### config.mk
export PLATFORM = sky130hd
export DESIGN_NAME = lockstep_miter_seq_flat
export DESIGN_NICKNAME = d
export VERILOG_FILES = /design/src/rtl/lockstep_miter_pkg.sv /design/src/rtl/lockstep_miter_seq_if.sv /design/src/rtl/miter_skew_line.sv /design/src/rtl/lockstep_miter_seq.sv /design/src/flat_wrapper.sv
export SDC_FILE = /design/constraint.sdc
export NUM_CORES = 1
export LEC_CHECK = 0
export BUFFER_PORTS_ARGS = -buffer_cell sky130_fd_sc_hd__buf_2
export CAP_MARGIN = 10
export CORE_MARGIN = 2
export CORE_UTILIZATION = 55
export CTS_BUF_LIST = sky130_fd_sc_hd__clkbuf_8
export DETAILED_ROUTE_END_ITERATION = 16
export PLACE_DENSITY_LB_ADDON = 0.12
export SETUP_SLACK_MARGIN = 0.5
export SYNTH_ARGS = -nofsm -noshare
export SYNTH_HDL_FRONTEND = slang
export SYNTH_HIERARCHICAL = 1
export SYNTH_SLANG_ARGS = --single-unit
### constraint.sdc
create_clock -name clk -period 2.6 [get_ports clk]
set_input_delay 0.13 -clock clk [delete_from_list [all_inputs] [get_ports clk]]
set_output_delay 0.13 -clock clk [all_outputs]
set_load 0.05 [all_outputs]
### src/rtl/lockstep_miter_pkg.sv
// Shared types and helpers for the lockstep sequential miter.
// Optional build macro used by the top: LOCKSTEP_MITER_DIFFMAP_EN.
package lockstep_miter_pkg;

    // Miter control state; also exported on the debug state port.
    typedef enum logic [1:0] {
        IDLE   = 2'd0,
        WARMUP = 2'd1,
        CHECK  = 2'd2,
        FAIL   = 2'd3
    } state_t;

    // Largest supported gold-side alignment delay.
    localparam int SKEW_MAX = 15;

    // Saturating increment for a counter of w bits (w <= 32) carried in a
    // 32-bit container; the caller narrows the result back to its width.
    function automatic logic [31:0] sat_inc(input logic [31:0] cnt, input int unsigned w);
        logic [31:0] lim;
        lim = (w >= 32) ? 32'hFFFF_FFFF : ((32'd1 << w) - 32'd1);
        return (cnt >= lim) ? cnt : cnt + 32'd1;
    endfunction

endpackage

### src/rtl/lockstep_miter_seq_if.sv
// Gold and gate sample streams feeding the miter.
//
// Handshake: both streams are valid-only. A sample is transferred on every
// rising clk edge where its *_vld is high; there is no ready, so the miter
// never stalls either producer. gold_care qualifies gold_data bit by bit
// (0 = that gold bit is don't-care) and travels with the gold sample.
interface lockstep_miter_seq_if #(
    parameter int WIDTH = 8
);
    logic             gold_vld;
    logic [WIDTH-1:0] gold_data;
    logic [WIDTH-1:0] gold_care;
    logic             gate_vld;
    logic [WIDTH-1:0] gate_data;

    modport master (
        output gold_vld, gold_data, gold_care, gate_vld, gate_data
    );

    modport slave (
        input  gold_vld, gold_data, gold_care, gate_vld, gate_data
    );
endinterface

### src/rtl/miter_skew_line.sv
// Gold-side delay line: SKEW register stages on {vld, care, data}.
// SKEW = 0 is a plain combinational pass-through. The line shifts every
// cycle regardless of miter state; flush empties it to invalid samples.
module miter_skew_line #(
    parameter int WIDTH = 8,
    parameter int SKEW  = 0
) (
    input  logic             clk,
    input  logic             rst,
    input  logic             flush,
    input  logic             in_vld,
    input  logic [WIDTH-1:0] in_care,
    input  logic [WIDTH-1:0] in_data,
    output logic             out_vld,
    output logic [WIDTH-1:0] out_care,
    output logic [WIDTH-1:0] out_data
);
    generate
        if (SKEW == 0) begin : g_bypass
            logic unused_ctl;
            assign unused_ctl = ^{clk, rst, flush};
            assign out_vld    = in_vld;
            assign out_care   = in_care;
            assign out_data   = in_data;
        end else begin : g_pipe
            logic [2*WIDTH:0] pipe_q [SKEW];

            // Shift one stage per cycle; flush and reset drop every stage.
            always_ff @(posedge clk or negedge rst) begin
                if (!rst) begin
                    for (int i = 0; i < SKEW; i++) pipe_q[i] <= '0;
                end else if (flush) begin
                    for (int i = 0; i < SKEW; i++) pipe_q[i] <= '0;
                end else begin
                    pipe_q[0] <= {in_vld, in_care, in_data};
                    for (int i = 1; i < SKEW; i++) pipe_q[i] <= pipe_q[i-1];
                end
            end

            assign {out_vld, out_care, out_data} = pipe_q[SKEW-1];
        end
    endgenerate
endmodule

### src/rtl/lockstep_miter_seq.sv
// Sequential gold-vs-gate miter: aligns the gold stream by SKEW cycles,
// compares masked data and valid timing, counts beats and errors, and
// captures the first failing beat. Counters are CNT_W <= 32 bits wide.
// Build macro LOCKSTEP_MITER_DIFFMAP_EN enables the sticky diff_bits map;
// without it diff_bits is constant 0.
module lockstep_miter_seq
    import lockstep_miter_pkg::*;
#(
    parameter int WIDTH        = 8,
    parameter int SKEW         = 0,
    parameter int CNT_W        = 16,
    parameter bit STOP_ON_FAIL = 1'b0
) (
    input  logic                  clk,
    input  logic                  rst,
    input  logic                  arm,
    input  logic                  clear,
    lockstep_miter_seq_if.slave   bus,
    output logic                  busy,
    output logic                  mismatch,
    output logic                  fail,
    output logic [CNT_W-1:0]      chk_cnt,
    output logic [CNT_W-1:0]      err_cnt,
    output logic [CNT_W-1:0]      first_idx,
    output logic [WIDTH-1:0]      first_gold,
    output logic [WIDTH-1:0]      first_gate,
    output logic                  vld_err,
    output logic [WIDTH-1:0]      diff_bits,
    output state_t                dbg_state
);
    localparam int WARM_W = $clog2(SKEW_MAX + 1);
    localparam logic [WARM_W-1:0] WARM_LOAD = WARM_W'((SKEW > 0) ? SKEW - 1 : 0);

    state_t             state;
    logic [WARM_W-1:0]  warm_q;

    logic               a_vld;
    logic [WIDTH-1:0]   a_care;
    logic [WIDTH-1:0]   a_data;

    miter_skew_line #(
        .WIDTH (WIDTH),
        .SKEW  (SKEW)
    ) u_skew (
        .clk      (clk),
        .rst      (rst),
        .flush    (clear),
        .in_vld   (bus.gold_vld),
        .in_care  (bus.gold_care),
        .in_data  (bus.gold_data),
        .out_vld  (a_vld),
        .out_care (a_care),
        .out_data (a_data)
    );

    // A beat is any cycle with either side valid; it is an error when the
    // valids disagree or when cared-about data bits differ.
    logic               beat;
    logic               both_vld;
    logic [WIDTH-1:0]   data_diff;
    logic               err_now;
    logic               compare_en;
    logic [CNT_W-1:0]   chk_next;
    logic [CNT_W-1:0]   err_next;

    assign beat       = a_vld | bus.gate_vld;
    assign both_vld   = a_vld & bus.gate_vld;
    assign data_diff  = (a_data ^ bus.gate_data) & a_care;
    assign err_now    = (a_vld ^ bus.gate_vld) | (both_vld & (|data_diff));
    assign compare_en = (state == CHECK) && arm;
    assign chk_next   = CNT_W'(sat_inc(32'(chk_cnt), CNT_W));
    assign err_next   = CNT_W'(sat_inc(32'(err_cnt), CNT_W));

    // Control FSM with counters and first-error capture; clear beats everything.
    always_ff @(posedge clk or negedge rst) begin
        if (!rst) begin
            state      <= IDLE;
            warm_q     <= '0;
            mismatch   <= 1'b0;
            fail       <= 1'b0;
            vld_err    <= 1'b0;
            chk_cnt    <= '0;
            err_cnt    <= '0;
            first_idx  <= '0;
            first_gold <= '0;
            first_gate <= '0;
        end else begin
            mismatch <= 1'b0;
            if (clear) begin
                state      <= IDLE;
                warm_q     <= '0;
                fail       <= 1'b0;
                vld_err    <= 1'b0;
                chk_cnt    <= '0;
                err_cnt    <= '0;
                first_idx  <= '0;
                first_gold <= '0;
                first_gate <= '0;
            end else begin
                case (state)
                    IDLE: begin
                        if (arm) begin
                            if (SKEW > 0) begin
                                state  <= WARMUP;
                                warm_q <= WARM_LOAD;
                            end else begin
                                state <= CHECK;
                            end
                        end
                    end
                    WARMUP: begin
                        if (!arm)             state  <= IDLE;
                        else if (warm_q == '0) state <= CHECK;
                        else                   warm_q <= warm_q - 1'b1;
                    end
                    CHECK: begin
                        if (!arm) begin
                            state <= IDLE;
                        end else if (beat) begin
                            chk_cnt <= chk_next;
                            if (err_now) begin
                                mismatch <= 1'b1;
                                err_cnt  <= err_next;
                                if (!fail) begin
                                    fail       <= 1'b1;
                                    first_idx  <= chk_cnt;
                                    first_gold <= a_data;
                                    first_gate <= bus.gate_data;
                                    vld_err    <= a_vld ^ bus.gate_vld;
                                end
                                if (STOP_ON_FAIL) state <= FAIL;
                            end
                        end
                    end
                    FAIL: begin
                        state <= FAIL;
                    end
                    default: state <= IDLE;
                endcase
            end
        end
    end

`ifdef LOCKSTEP_MITER_DIFFMAP_EN
    // Sticky map of every cared bit that differed on a valid-valid compare.
    always_ff @(posedge clk or negedge rst) begin
        if (!rst)                       diff_bits <= '0;
        else if (clear)                 diff_bits <= '0;
        else if (compare_en && both_vld) diff_bits <= diff_bits | data_diff;
    end
`else
    assign diff_bits = '0;
`endif

    assign busy      = (state == WARMUP) || (state == CHECK);
    assign dbg_state = state;

endmodule

### src/flat_wrapper.sv
// flat-port wrapper written by rule: the top's interface ports become plain ports
module lockstep_miter_seq_flat import lockstep_miter_pkg::*;
#(
    parameter int WIDTH        = 8,
    parameter int SKEW         = 0,
    parameter int CNT_W        = 16,
    parameter bit STOP_ON_FAIL = 1'b0
)
  (clk, rst, arm, clear, busy, mismatch, fail, chk_cnt, err_cnt, first_idx, first_gold, first_gate, vld_err, diff_bits, dbg_state, bus_gold_vld, bus_gold_data, bus_gold_care, bus_gate_vld, bus_gate_data);
  lockstep_miter_seq_if #(.WIDTH(WIDTH)) bus_i ();
  input  logic clk;
  input  logic rst;
  input  logic arm;
  input  logic clear;
  output logic busy;
  output logic mismatch;
  output logic fail;
  output logic [CNT_W-1:0] chk_cnt;
  output logic [CNT_W-1:0] err_cnt;
  output logic [CNT_W-1:0] first_idx;
  output logic [WIDTH-1:0] first_gold;
  output logic [WIDTH-1:0] first_gate;
  output logic vld_err;
  output logic [WIDTH-1:0] diff_bits;
  output state_t dbg_state;
  input wire logic [$bits(bus_i.gold_vld)-1:0] bus_gold_vld;
  input wire logic [$bits(bus_i.gold_data)-1:0] bus_gold_data;
  input wire logic [$bits(bus_i.gold_care)-1:0] bus_gold_care;
  input wire logic [$bits(bus_i.gate_vld)-1:0] bus_gate_vld;
  input wire logic [$bits(bus_i.gate_data)-1:0] bus_gate_data;
  assign bus_i.gold_vld = bus_gold_vld;
  assign bus_i.gold_data = bus_gold_data;
  assign bus_i.gold_care = bus_gold_care;
  assign bus_i.gate_vld = bus_gate_vld;
  assign bus_i.gate_data = bus_gate_data;
  lockstep_miter_seq #(.WIDTH(WIDTH), .SKEW(SKEW), .CNT_W(CNT_W), .STOP_ON_FAIL(STOP_ON_FAIL)) u_core (.clk(clk), .rst(rst), .arm(arm), .clear(clear), .bus(bus_i), .busy(busy), .mismatch(mismatch), .fail(fail), .chk_cnt(chk_cnt), .err_cnt(err_cnt), .first_idx(first_idx), .first_gold(first_gold), .first_gate(first_gate), .vld_err(vld_err), .diff_bits(diff_bits), .dbg_state(dbg_state));
endmodule
# ---- Word level (Yosys, flattened, before mapping)
# Index checks and enable logic that the tools add are counted.
dict set report op_classes {
  n_reduce_logical 15
  n_lt_le_gt_ge 2
  n_addsub 3
  muxes 55
  n_eq_ne 10
  n_bitwise 7
}
# op count
set ops {}
lappend ops {{2-to-1 mux 16 bit} 17}
lappend ops {{2-to-1 mux 8 bit} 12}
lappend ops {{adder 16 x 1 -> 16 bit (second input constant)} 2}
lappend ops {{greater-or-equal comparator 16 bit (second input constant)} 2}
lappend ops {{2-to-1 mux 1 bit} 16}
lappend ops {{2-to-1 mux 4 bit} 4}
lappend ops {{2-to-1 mux 2 bit} 5}
lappend ops {{AND reduction 5 bit} 2}
lappend ops {{nonzero test 2 bit} 5}
lappend ops {{AND 8 bit} 1}
lappend ops {{inequality test 2 bit (second input constant)} 4}
lappend ops {{case mux 2 bit (4 select lines)} 1}
lappend ops {{AND reduction 4 bit} 2}
lappend ops {{OR reduction 8 bit} 1}
lappend ops {{XOR 8 bit} 1}
lappend ops {{inequality test 3 bit (second input constant)} 2}
lappend ops {{AND reduction 3 bit} 2}
lappend ops {{== test 2 bit (second input constant)} 2}
lappend ops {{zero test 4 bit} 1}
lappend ops {{inequality test 4 x 3 -> 1 bit (second input constant)} 1}
lappend ops {{subtractor 4 x 1 -> 4 bit (second input constant)} 1}
lappend ops {{AND 1 bit} 2}
lappend ops {{== test 2 x 1 -> 1 bit (second input constant)} 1}
lappend ops {{zero test 2 bit} 1}
lappend ops {{3 further kinds} 4}
dict set report totals {
  inputBits 30
  word_cells 102
  out_inout_bits 78
  ff_bits 73
}

# ---- Logic depth before layout (Yosys ltp)
dict set report logic_depth {
  depth_word 10
  mapped_depth 10
  depth_no_buf 9
}

# ---- By module
# The synthesis kept the hierarchy.
# mod seq_area_each_um2 cells_each area_each_um2 n_inst
set modules_own_cells {}
lappend modules_own_cells {lockstep_miter_seq 1826.8 365 3838.7 1}
lappend modules_own_cells {miter_skew_line 0.0 17 127.6 1}

# ---- Worst setup path after synthesis
# OpenSTA, ideal clock, no wires.
dict set report synth_timing {
  path_kind {register -> register}
  from {register u_core.err_cnt[0]}
  to {register u_core.err_cnt[6]}
  arrival_ns 2.077
  period_less_slack_ns 2.204
  setup_ns 0.128
  path_buffers 0
  required_ns 2.472
  path_slack_ns 0.396
  stages_incl_launch_ff 9
  path_cell_list {dfrtp_1 ha_1 nand3_1 nor4_4 nor2_1 o21ai_2 nand2_4 nand4_1 mux2_1}
}
dict set report synth_between {
  elab_chain_cells 7
  elab_cells_between_ends 10
  classes_between {add/sub: 1; order compare: 1; eq/ne: 1; mux: 6; reduce/logical: 1}
}
# item line
set synth_rtl {}
lappend synth_rtl {{from (decl)} lockstep_miter_seq.sv:23} ;# output logic [CNT_W-1:0] err_cnt,
lappend synth_rtl {{from (signal assigned)} lockstep_miter_seq.sv:123} ;# err_cnt <= err_next;
lappend synth_rtl {{adder 16 x 1 -> 16 bit} lockstep_miter_pkg.sv:21} ;# return (cnt >= lim) ? cnt : cnt + 32'd1;
lappend synth_rtl {{2-to-1 mux 16 bit} lockstep_miter_pkg.sv:21}
lappend synth_rtl {{2-to-1 mux 16 bit} lockstep_miter_seq.sv:121} ;# if (err_now) begin
lappend synth_rtl {{2-to-1 mux 16 bit} lockstep_miter_seq.sv:119} ;# end else if (beat) begin
lappend synth_rtl {{2-to-1 mux 16 bit} lockstep_miter_seq.sv:117} ;# if (!arm) begin
lappend synth_rtl {{2-to-1 mux 16 bit} lockstep_miter_seq.sv:100} ;# case (state)
lappend synth_rtl {{2-to-1 mux 16 bit} lockstep_miter_seq.sv:89} ;# if (clear) begin
# Several ways; a longest one is shown, not always the timed one. The select of a mux whose other input is x is not followed.
# A chain may end at the register's enable or synchronous reset.

# ---- Worst setup path after layout
dict set report layout_timing {
  from {register u_core.state[0] (netlist: u_core/dbg_state[0])}
  to {register u_core.err_cnt[3]}
}
dict set report layout_between {
  elab_chain_cells 3
}
# item line
set layout_rtl {}
lappend layout_rtl {{from (decl)} lockstep_miter_seq.sv:34} ;# state_t state;
lappend layout_rtl {{from (signal assigned)} lockstep_miter_seq.sv:77} ;# state <= IDLE;
lappend layout_rtl {{from (signal assigned)} lockstep_miter_seq.sv:90} ;# state <= IDLE;
lappend layout_rtl {{from (signal assigned)} lockstep_miter_seq.sv:104} ;# state <= WARMUP;
lappend layout_rtl {{== test 2 bit} n/a}
lappend layout_rtl {{nonzero test 2 bit (no source line)} n/a}
lappend layout_rtl {{AND reduction 5 bit (no source line)} n/a}
# No other way between the ends.

==> reports/summary.log <==
INFO  run_status     status=complete, no violations
INFO  floorplanning  standard_cell_row_count=30
INFO  placed_design  number_of_port_buffers=99
INFO  floorplanning  placeableCoreArea=0.00687sqmm
INFO  setup_path     critical_path.cell_chain=inv_1 -> ha_2 -> and3b_2 -> nand2_2 -> or2_4 -> nand2_8 -> nand4_1 -> mux2_1
INFO  power_and_ir_drop leakage=0.00233uW
INFO  global_routing global_route.usage.total=21.1%
INFO  clocking       clkLatencyLatePin=340ps
INFO  clocking       clock_sinks=73
INFO  drt            detailroute.via_count=2980
INFO  synthesis      synth.yosys.seq_area_share=46.1%
INFO  sta            post-route-period-util=77.1%
INFO  setup_path     crit_type=register to register
INFO  sta            hold_slack=59.1ps
INFO  synthesis      post_synth_edffs=0
INFO  setup_path     slowest_stage=sky130_fd_sc_hd__dfrtp_2
INFO  finish         area_delta_synth_final=17.0%
INFO  sta            max_freq=499MHz
INFO  drt            drcViolationCount=0
INFO  placed_design  place_ws=495ps
INFO  synthesis      synth.area.top_cells=sky130_fd_sc_hd__dfrtp_1, sky130_fd_sc_hd__mux2i_1, sky130_fd_sc_hd__nor2_1, sky130_fd_sc_hd__xor2_1, sky130_fd_sc_hd__buf_4
INFO  power_and_ir_drop clock_power_share=39.8%
INFO  finish         layout.nets=506
INFO  sta            hold_viol=0
INFO  global_routing antenna_found_initial=0
INFO  placed_design  dp.final_hpwl=5590um
INFO  synthesis      synth.distinct_cells=52
INFO  synthesis      yosys.area.top_type_share=46.1%
INFO  setup_path     data_required_time_of_the_critical_path=2820ps
INFO  setup_path     cp.arrival=2220ps
INFO  sta            setup_repair_after_global_routing_missed_its_margin=true
INFO  setup_path     worst_path_largest_cell_delay=440ps
INFO  sta            relSlewSlack=39.4%
INFO  synthesis      synth_compound_gate_area_share=7.16%
INFO  finish         drive_gt1_share=30.8%
INFO  global_routing grt_max_degree=74
INFO  synthesis      dominantRegCellSynth=sky130_fd_sc_hd__dfrtp_1
INFO  sta            final_max_slew_viol_count=0
INFO  placed_design  routabilityCongestion=0.807
INFO  synthesis      syn_avg_cell_area=10.4squm
INFO  synthesis      synthSimpleGateAreaFrac=19.0%
INFO  finish         layout.filler_cells=574
INFO  sta            tightestPinTransition=910ps
INFO  drt            antenna_violating_nets_post_route=0
INFO  drt            vias_per_cell=5.26
INFO  synthesis      synthesis.area=0.00397sqmm
INFO  power_and_ir_drop sw_frac_of_total=26.8%
INFO  floorplanning  floorplan.initialDensity=57.7%
INFO  synthesis      asyncSetResetFlopFracSynth=100%
INFO  drt            detailedRoute.firstIterationViolations=136
INFO  sta            layout_min_cycle_time=2010ps
INFO  clocking       clock_h_tree_levels=3
INFO  synthesis      synth.yosys.warnings=6
INFO  run            drv.max_cap_violation_count=0
INFO  sta            totalNegativeSetupSlack=0ps
INFO  finish         number_of_cells_in_the_finished_layout_apart_from_fillers=567
INFO  floorplanning  floorplan.die.width=88.9um
INFO  sta            setup_viol=0
INFO  floorplanning  boundaryPins=108
INFO  synthesis      post-synth-top-area-cell=sky130_fd_sc_hd__dfrtp_1
INFO  clocking       max-clock-path-buffers=2
INFO  power_and_ir_drop vdd_drop_max=305uV
INFO  global_routing first_global_vias=2736
INFO  synthesis      postSynthRegisterBits=73
INFO  power_and_ir_drop power.density=532mW/mm^2
INFO  drt            routed_wl=7990um
INFO  power_and_ir_drop sequentialPowerShare=47.2%
INFO  global_routing grt_pass1_wl=13000um
INFO  synthesis      synthTopCellsByCount=sky130_fd_sc_hd__nor2_1, sky130_fd_sc_hd__dfrtp_1, sky130_fd_sc_hd__mux2i_1
INFO  clocking       clock_tree_from_tritoncts=done
INFO  power_and_ir_drop switchingPower=662uW
INFO  finish         ff_latch_area=0.00183sqmm
INFO  floorplanning  fp.dieArea=0.00791sqmm
INFO  sta            setup_ws=595ps
INFO  synthesis      post_synth_fa_ha_maj_area_fraction=3.15%
INFO  setup_path     critical_path.max_fanout=8
INFO  global_routing grt_overflow=0
INFO  sta            clock_skew=7.50ps
INFO  synthesis      synth_top_family_by_area=simple AND/OR/NAND/NOR gates
INFO  synthesis      yosysMostFrequentCell=sky130_fd_sc_hd__nor2_1
INFO  synthesis      netlist_instances=382
INFO  synthesis      synthXorXnorAreaFrac=6.18%
INFO  power_and_ir_drop cell_internal_pwr=1810uW
INFO  drt            drt_pre_antenna_iters=4
INFO  setup_path     path_buf_inv=1
INFO  placed_design  dp.cells=549
INFO  setup_path     critPathTopFamily=simple AND/OR/NAND/NOR gates
INFO  floorplanning  dieHeight=88.9um
INFO  finish         n_diodes=0
INFO  drt            post_drt_wl_per_cell=14.1um
INFO  power_and_ir_drop comb_power_share=13.0%
INFO  clocking       post_cts_clock_slew_at_the_launch_and_capture_registers_of_the_worst_setup_and_hold_paths=80ps
INFO  setup_path     worst_setup_path_start_kind=register
INFO  clocking       cts_root_buf=sky130_fd_sc_hd__clkbuf_8
INFO  worst_hold_path min-delay-path-class=input pin to register
INFO  setup_path     setup.worst_path.end_class=register
INFO  clocking       cts_inserted_buffers=9
INFO  synthesis      muxShareOfSynthArea=10.5%
INFO  finish         multiInputGateArea=0.00187sqmm
[worst min-delay path, cell delays in order]
cell and delay, ps:
sky130_fd_sc_hd__buf_2 90, sky130_fd_sc_hd__mux2i_1 60, sky130_fd_sc_hd__nor2_1 70
[sequential cells by signal, indices dropped and copies added, names as in the netlist]
| register | cells |
|---|---|
| u_core/vld_err | 1 |
| u_core/dbg_state | 2 |
| u_core/first_gate | 8 |
| u_core/mismatch | 1 |
| u_core/first_idx | 16 |
| u_core/warm_q | 4 |
| u_core/err_cnt | 16 |
| u_core/first_gold | 8 |
| u_core/chk_cnt | 16 |
| u_core/fail | 1 |
[routing by layer]
metal	GRT usage (%)	part of all wire, %
met1	30.6	48
met2	32.7	47
met3	3.14	4.3
met4	7.02	1.2
met5	0	0
[path summary, 6_finish.rpt]
path	start	end	slack, ps	cells past startpoint
max in group asynchronous	rst	u_core/err_cnt[1]$_DFFE_PN0P_	1490	2
min	bus_gate_data[7]	u_core/first_gate[7]$_DFFE_PN0P_	60	3
min in group asynchronous	rst	u_core/first_gate[4]$_DFFE_PN0P_	470	2
min reg2reg	u_core/first_gate[1]$_DFFE_PN0P_	u_core/first_gate[1]$_DFFE_PN0P_	510	2
max reg2reg	u_core/dbg_state[0]$_DFFE_PN0P_	u_core/err_cnt[3]$_DFFE_PN0P_	590	8
max	u_core/dbg_state[0]$_DFFE_PN0P_	u_core/err_cnt[3]$_DFFE_PN0P_	590	8
[area by class of cell]
class,count,share of cell area (%)
Multi-Input combinational cell,266,40.3
Sequential cell,73,39.5
Timing Repair Buffer,105,12.0
Clock buffer,10,2.96
Tap cell,96,2.59
Clock inverter,6,1.78
Inverter,11,0.889
[cell usage in the layout, fill, tap and decap left out, drive strengths merged, types with 2 or more instances in the layout]
master,Yosys,routed
dfrtp,73,73
nand4,13,13
clkbuf,7,10
a22oi,5,5
mux2,6,6
o2111a,2,2
xor2,22,22
nor3,3,3
mux2i,35,35
a311o,2,2
conb,1,8
a21boi,2,2
a311oi,2,2
inv,11,12
and3,6,6
o21ai,6,6
and2,2,2
and4,3,3
nor2b,7,7
a21oi,6,6
nor2,77,77
buf,32,104
or3,3,3
nand2,14,14
clkinv,0,3
nand3,13,13
xnor2,6,6
a211oi,2,2
bufinv,0,2
ha,10,10
[power by group through the flow]
stage / combinational, uW / clock [uW] / sequential (uW)
detailed placement: 317 / 0 / 1190
CTS: 320 / 1000 / 1160
finish: 322 / 983 / 1160
global route: 349 / 1050 / 1170
floorplan: 194 / 0 / 1240
global placement: 312 / 0 / 1190
[repair_timing]
| item | 4_1_cts | 5_1_grt |
|---|---|---|
| pin swaps | 0 | 2 |
| hold endpoints to repair | 73 | 0 |
| setup buffers | 0 | 1 |
| hold buffers | 1 | 0 |
| setup endpoints to repair | 1 | 35 |
| gates resized for setup | 1 | 7 |
[cell families after synthesis]
logic type	count (synthesis)
fa+ha+maj	10
compound gates	32
buf+inv	50
other cells	1
xor+xnor	28
flops	73
simple gates	147
mux	41
[stage by stage]
step | cell area [sq um] | utilization (%) | total power (uW)
6_report | 4640 | 67.6 | 2470
3_3_place_gp | 4380 | 63.7 | 1500
2_1_floorplan | 4000 | - | 1440
3_5_place_dp | 4380 | 63.7 | 1500
4_1_cts | 4610 | 67.1 | 2490
5_1_grt | 4640 | 67.6 | 2570
(Power assumes the default switching activity.)
